[config.mk]
export PLATFORM = sky130hd
export DESIGN_NAME = rf_burst_master
export DESIGN_NICKNAME = d
export VERILOG_FILES = /design/src/rtl/rf_burst_master.sv
export SDC_FILE = /design/constraint.sdc
export NUM_CORES = 1
export LEC_CHECK = 0
export ABC_AREA = 1
export BUFFER_PORTS_ARGS = -buffer_cell sky130_fd_sc_hd__buf_2
export CORE_ASPECT_RATIO = 0.5
export CORE_MARGIN = 5
export CORE_UTILIZATION = 30
export DETAILED_ROUTE_END_ITERATION = 16
export PLACE_DENSITY = 0.62
export SETUP_SLACK_MARGIN = 0.4
export SLEW_MARGIN = 20
export SYNTH_ARGS = -nofsm -noshare
export SYNTH_HDL_FRONTEND = slang
export SYNTH_SLANG_ARGS = --single-unit
[constraint.sdc]
create_clock -name clk -period 2.1 [get_ports clk]
set_clock_uncertainty 0.1 [all_clocks]
set_input_delay 0.42 -clock clk [delete_from_list [all_inputs] [get_ports clk]]
set_output_delay 0.42 -clock clk [all_outputs]
set_load 0.01 [all_outputs]
[src/rtl/rf_burst_master.sv]
// rf_burst_master: initiator for the 8x32 register-file port.
// Accepts burst read/write commands over valid/ready, serialises words onto the
// RF write/read ports with address wrap-around and streams read data back
// through a stallable output register.
// Optional feature macro: RF_CLEAR_EN (op 10 issues a one-cycle rf_clear pulse).
module rf_burst_master #(
    parameter int unsigned DW = 32,
    parameter int unsigned AW = 3
) (
    input  logic          clk,
    input  logic          reset_n,
    // command channel
    input  logic          cmd_valid,
    output logic          cmd_ready,
    input  logic [1:0]    cmd_op,
    input  logic [AW-1:0] cmd_addr,
    input  logic [AW-1:0] cmd_len,
    // write-data channel
    input  logic          wd_valid,
    output logic          wd_ready,
    input  logic [DW-1:0] wd_data,
    // read-data channel
    output logic          rd_valid,
    input  logic          rd_ready,
    output logic [DW-1:0] rd_data,
    output logic          rd_last,
    // register-file port
    output logic          rf_we,
    output logic [AW-1:0] rf_waddr,
    output logic [DW-1:0] rf_wdata,
    output logic [AW-1:0] rf_raddr,
    input  logic [DW-1:0] rf_rdata,
    output logic          rf_clear,
    // status
    output logic          busy
);

    localparam logic [1:0] OP_READ  = 2'b00;
    localparam logic [1:0] OP_WRITE = 2'b01;
    localparam logic [1:0] OP_CLEAR = 2'b10;

    typedef enum logic [1:0] {
        ST_IDLE  = 2'd0,
        ST_WRITE = 2'd1,
        ST_READ  = 2'd2,
        ST_CLEAR = 2'd3
    } state_t;

    state_t        state_q, state_d;
    logic [AW-1:0] addr_q, addr_d;
    logic [AW-1:0] cnt_q, cnt_d;
    logic          rd_valid_q, rd_valid_d;
    logic          rd_last_q, rd_last_d;
    logic [DW-1:0] rd_data_q, rd_data_d;
    logic          rf_we_q, rf_we_d;
    logic [AW-1:0] rf_waddr_q, rf_waddr_d;
    logic [DW-1:0] rf_wdata_q, rf_wdata_d;
    logic          rf_clear_q, rf_clear_d;

    logic          rd_hold;
    logic          rd_take;
    logic          cmd_fire;

    // Consumer is stalling the output register; new commands must wait.
    assign rd_hold   = rd_valid_q && !rd_ready;
    assign rd_take   = rd_valid_q && rd_ready;
    assign cmd_ready = (state_q == ST_IDLE) && !rd_hold;
    assign cmd_fire  = cmd_valid && cmd_ready;

    assign wd_ready  = (state_q == ST_WRITE);
    assign busy      = (state_q != ST_IDLE);

    assign rd_valid  = rd_valid_q;
    assign rd_last   = rd_last_q;
    assign rd_data   = rd_data_q;
    assign rf_we     = rf_we_q;
    assign rf_waddr  = rf_waddr_q;
    assign rf_wdata  = rf_wdata_q;
    assign rf_raddr  = addr_q;
    assign rf_clear  = rf_clear_q;

    // Next-state and next-register logic for the burst sequencer.
    always_comb begin
        state_d    = state_q;
        addr_d     = addr_q;
        cnt_d      = cnt_q;
        rd_valid_d = rd_valid_q && !rd_take;
        rd_last_d  = rd_last_q && !rd_take;
        rd_data_d  = rd_data_q;
        rf_we_d    = 1'b0;
        rf_waddr_d = rf_waddr_q;
        rf_wdata_d = rf_wdata_q;
        rf_clear_d = 1'b0;

        case (state_q)
            ST_IDLE: begin
                if (cmd_fire) begin
                    addr_d = cmd_addr;
                    cnt_d  = cmd_len;
                    case (cmd_op)
                        OP_READ:  state_d = ST_READ;
                        OP_WRITE: state_d = ST_WRITE;
                        OP_CLEAR: begin
`ifdef RF_CLEAR_EN
                            state_d    = ST_CLEAR;
                            rf_clear_d = 1'b1;
`endif
                        end
                        default: state_d = ST_IDLE;
                    endcase
                end
            end

            ST_WRITE: begin
                if (wd_valid) begin
                    rf_we_d    = 1'b1;
                    rf_waddr_d = addr_q;
                    rf_wdata_d = wd_data;
                    addr_d     = addr_q + AW'(1);
                    cnt_d      = cnt_q - AW'(1);
                    if (cnt_q == '0) begin
                        state_d = ST_IDLE;
                    end
                end
            end

            ST_READ: begin
                if (!rd_valid_q || rd_ready) begin
                    rd_data_d  = rf_rdata;
                    rd_valid_d = 1'b1;
                    rd_last_d  = (cnt_q == '0);
                    addr_d     = addr_q + AW'(1);
                    cnt_d      = cnt_q - AW'(1);
                    if (cnt_q == '0) begin
                        state_d = ST_IDLE;
                    end
                end
            end

            ST_CLEAR: begin
                state_d = ST_IDLE;
            end

            default: begin
                state_d = ST_IDLE;
            end
        endcase
    end

    // State and datapath registers; reset abandons any burst in flight.
    always_ff @(posedge clk or negedge reset_n) begin
        if (!reset_n) begin
            state_q    <= ST_IDLE;
            addr_q     <= '0;
            cnt_q      <= '0;
            rd_valid_q <= 1'b0;
            rd_last_q  <= 1'b0;
            rd_data_q  <= '0;
            rf_we_q    <= 1'b0;
            rf_waddr_q <= '0;
            rf_wdata_q <= '0;
            rf_clear_q <= 1'b0;
        end else begin
            state_q    <= state_d;
            addr_q     <= addr_d;
            cnt_q      <= cnt_d;
            rd_valid_q <= rd_valid_d;
            rd_last_q  <= rd_last_d;
            rd_data_q  <= rd_data_d;
            rf_we_q    <= rf_we_d;
            rf_waddr_q <= rf_waddr_d;
            rf_wdata_q <= rf_wdata_d;
            rf_clear_q <= rf_clear_d;
        end
    end

endmodule

# Yosys cells after proc, flatten, opt, wreduce, memory -nomap -nowiden
# Index checks and enable logic that the tools add are counted.
# classes
reduce_logical,20
addsub,2
eq_ne,9
mux,20
# op_table
cell,count
$mux W3,6
$pmux W3 S3,2
$mux W2,4
$ne A2 B2 Y1 const B,4
$pmux W2 S4,1
$reduce_and A4 Y1,2
$eq A2 B2 Y1 const B,3
$logic_and A1 B1 Y1,6
$mux W1,6
$pmux W2 S3,1
$eq A2 B1 Y1 const B,2
$logic_not A1 Y1,4
$logic_not A2 Y1,2
$reduce_and A2 Y1,2
$add A3 B1 Y3 const B,1
$logic_not A3 Y1,1
$reduce_bool A3 Y1,1
$sub A3 B1 Y3 const B,1
$reduce_bool A2 Y1,1
$logic_or A1 B1 Y1,1
# word_totals
output_inout_bits,77
reg_bits,78
elab_cells,60

# Longest topological paths before layout
# depth
depth_word,7
mapped_depth,9

# Worst setup path after synthesis
# Ideal clock, no wire load.
# synth_timing
path_kind,register -> output
start,register state_q[0]
end,output cmd_ready
required_ps,1580
slack_ps,527
n_path_buf,0
t_arrival_ps,1053
path_stages_with_launch,5
path_cell_list,dfrtp_1 > inv_1 > ha_1 > inv_1 > a21oi_1
# synth_via
elab_chain_len,2
# synth_rtl
item,line_no,rtl
from (decl),49,"state_t state_q, state_d;"
from (signal assigned),164,state_q <= state_d;
$logic_not A2 Y1,67,assign cmd_ready = (state_q == ST_IDLE) && !rd_hold;
$logic_and A1 B1 Y1,67,
to (decl),14,"output logic cmd_ready,"
# Every way passes these cells.

# Final worst setup path
# Ends and elaborated chain as after synthesis.

==> impl_results.md <==
* Synthesized Nets at 472
* CTS tree: built
* PD cells at 1540 nW/um2
* Starting density of the core at 30.5%
* Worst EP arrival at 1.26 ns
* Final setup fails at 0
* Worst vdd ir at 0.561 mV
* N_diodes at 0
* # IOs at 154
* Status: complete, no violations
* Die H at 84.3 um
* Die area at 13400 um2
* Synth Cell Area at 3310 um2
* Leakage at 2.73 nW
* DR vias/cell at 4.32
* WL met1 at 3.69 mm
* Min cycle time layout at 1.78 ns
* Hold Violations, Final at 0
* Routed Wire Length at 9.22 mm
* Post-route ant nets at 0
* Wirelength per Cell at 13.2 um
* Met2 WL at 4.94 mm
* Hold WS at 0.191 ns
* Nets at 633
* Largest net degree at the start of global routing at 36
* Critical Path RT at 1.58 ns
* Max-cap violation count at 0
* Area Growth Syn to Fin at 41.4%
* TritonCTS sink count at 78
* Total track usage at 13.7%
* Syn Inst Count at 387
* First-pass GRT wire length at 14.8 mm
* Buffers on Ports at 152
* Die width at 159 um
* Initial antenna violation count at 0
* RSZ-0062 raised after global routing: yes
* Floorplan core area at 10900 um2
* TritonCTS buffer count at 9
* Synth cell types at 19
* Critical path fanouts, max at 4
* Detailed Place HPWL at 6.65 mm
* Fraction of layout cells with a size suffix above 1 at 36.2%
* 1st-iter DRT viols at 221
* Clock insertion delay at the later pin of the skew report at 0.32 ns
* Synth warn at 0
* Worst-path clk slew at 0.06 ns
* Row count at 27
* Fillers at 1108
* DR vias at 3013
* Fin crit share at 84.6%
* H-Tree Level Count at 3
* Util after Layout at 43.1%
* Vias in the first global route at 3042
* CP Capture Type: output pin
* Setup TNS at 0 ns
* Residual DRC count at 0
* Commonest cells after routing, fill and taps aside: nand2_1 (201), buf_2 (150), dfrtp_1 (78), nand3_1 (35), buf_4 (13)
* Top Layer Used: met4
* HP Class: in2reg
* Global placer's final weighted congestion at 0.900
* Register area share after synthesis at 58.9%
* Max Slew Vio Count at 0
* Syn_area_per_cell at 8.56 um2
* CTS Buffer Depth at 2
* Synthesized flop and latch total at 78
* CTS root buf: clkbuf_16
* FMAX at 0.563 GHz
* First-pass DRT Iterations at 4
* WS Path Type: reg2out
* Crit start category: flip-flop
* Commonest non-fill, non-tap cell in the layout: nand2_1
* Wire length on met3 at 441 um
* Total gr overflow at 0
==> registers in the layout (all words and copies together) (netlist names) <==
signal / cells
rf_we: 1
rd_last: 1
state_q: 2
rf_waddr: 3
rf_raddr: 3
cnt_q: 3
rd_valid: 1
rf_wdata: 32
rd_data: 32
==> cells in the mapped netlist <==
master / count / area share (%)
ha_1: 8 / 3.0
nand2_4: 2 / 0.68
nand2_1: 202 / 23
a21oi_1: 3 / 0.45
nor3_1: 2 / 0.30
nand2_2: 3 / 0.57
clkbuf_1: 3 / 0.34
buf_2: 8 / 1.2
conb_1: 1 / 0.11
buf_4: 5 / 1.1
o21ai_0: 5 / 0.76
nand3_2: 1 / 0.30
dfrtp_1: 78 / 59
nand3_1: 35 / 5.3
inv_2: 2 / 0.23
nor2_1: 5 / 0.57
buf_1: 2 / 0.23
inv_1: 15 / 1.7
nand4_1: 7 / 1.3
==> through the flow <==
stage / setup slack, ns / instances / total power, mW / cell area (um2)
final: 0.324 / 698 / 7.23 / 4680
after global routing: 0.242 / 698 / 7.87 / 4680
after CTS: 0.315 / 696 / 7.26 / 4620
after detailed placement: 0.344 / 674 / 5.58 / 4260
after global placement: 0.409 / 674 / 5.51 / 4260
after floorplan: 0.527 / 387 / 4.34 / 3310
==> critical path, cell delays in order (launching register included) <==
cell and delay, ns:
dfrtp_1 0.41, inv_2 0.09, ha_4 0.17, inv_2 0.04, a21oi_2 0.09, buf_2 0.14
==> report_power, final <==
part           internal (mW)  switching, mW
Clock                  0.948          0.584
Sequential              2.21          0.385
Combinational           1.28           1.81
==> worst paths after layout <==
path / start / endpoint / depth (start not counted) / slack [ns]
setup / recovery: state_q[0]$_DFFE_PN0P_ / cmd_ready / 5 / 0.32
hold / removal: wd_data[27] / rf_wdata[27]$_DFFE_PN0P_ / 3 / 0.19
setup reg to reg: state_q[0]$_DFFE_PN0P_ / state_q[0]$_DFFE_PN0P_ / 8 / 0.53
hold reg to reg: rd_data[2]$_DFFE_PN0P_ / rd_data[2]$_DFFE_PN0P_ / 2 / 0.36
max in group asynchronous: reset_n / rf_wdata[21]$_DFFE_PN0P_ / 3 / 0.81
min in group asynchronous: reset_n / rd_data[21]$_DFFE_PN0P_ / 2 / 0.47
==> logic make-up (layout without fill, tap and decap cells) <==
group | Yosys count | in the layout | synth area share, %
and+or+nand+nor | 257 | 257 | 31.9
other | 1 | 1 | 0.113
adders and majority gates | 8 | 8 | 3.02
DFF | 78 | 78 | 58.9
AOI/OAI and AO/OA | 8 | 8 | 1.21
buffers and inverters | 35 | 201 | 4.83
==> what timing repair did <==
| action | CTS | global route |
|---|---|---|
| buffers inserted | 5 | 2 |
| endpoints found under the setup margin | 5 | 16 |
| hold buffers | 1 | 0 |
| pin swaps | 1 | 1 |
| endpoints found under the hold margin | 25 | 0 |
| resized for setup | 5 | 9 |
==> final cells by class <==
cell class | count | area, um2 | share of cell area, %
multi-input combinational | 274 | 1250 | 26.7
timing repair buffer | 168 | 930 | 19.9
sequential | 78 | 1950 | 41.7
inverter | 17 | 67.6 | 1.44
tap | 145 | 181 | 3.87
clock inverter | 6 | 61.3 | 1.31
clock buffer | 10 | 239 | 5.10
==> metal layers <==
layer	GRT usage, %	up-vias
met4	3.72	0
met3	3.04	14
met1	16.0	1405
met2	25.3	69
met5	0	-
li1	-	1525
Note: power is estimated with default switching activity, not from simulation.
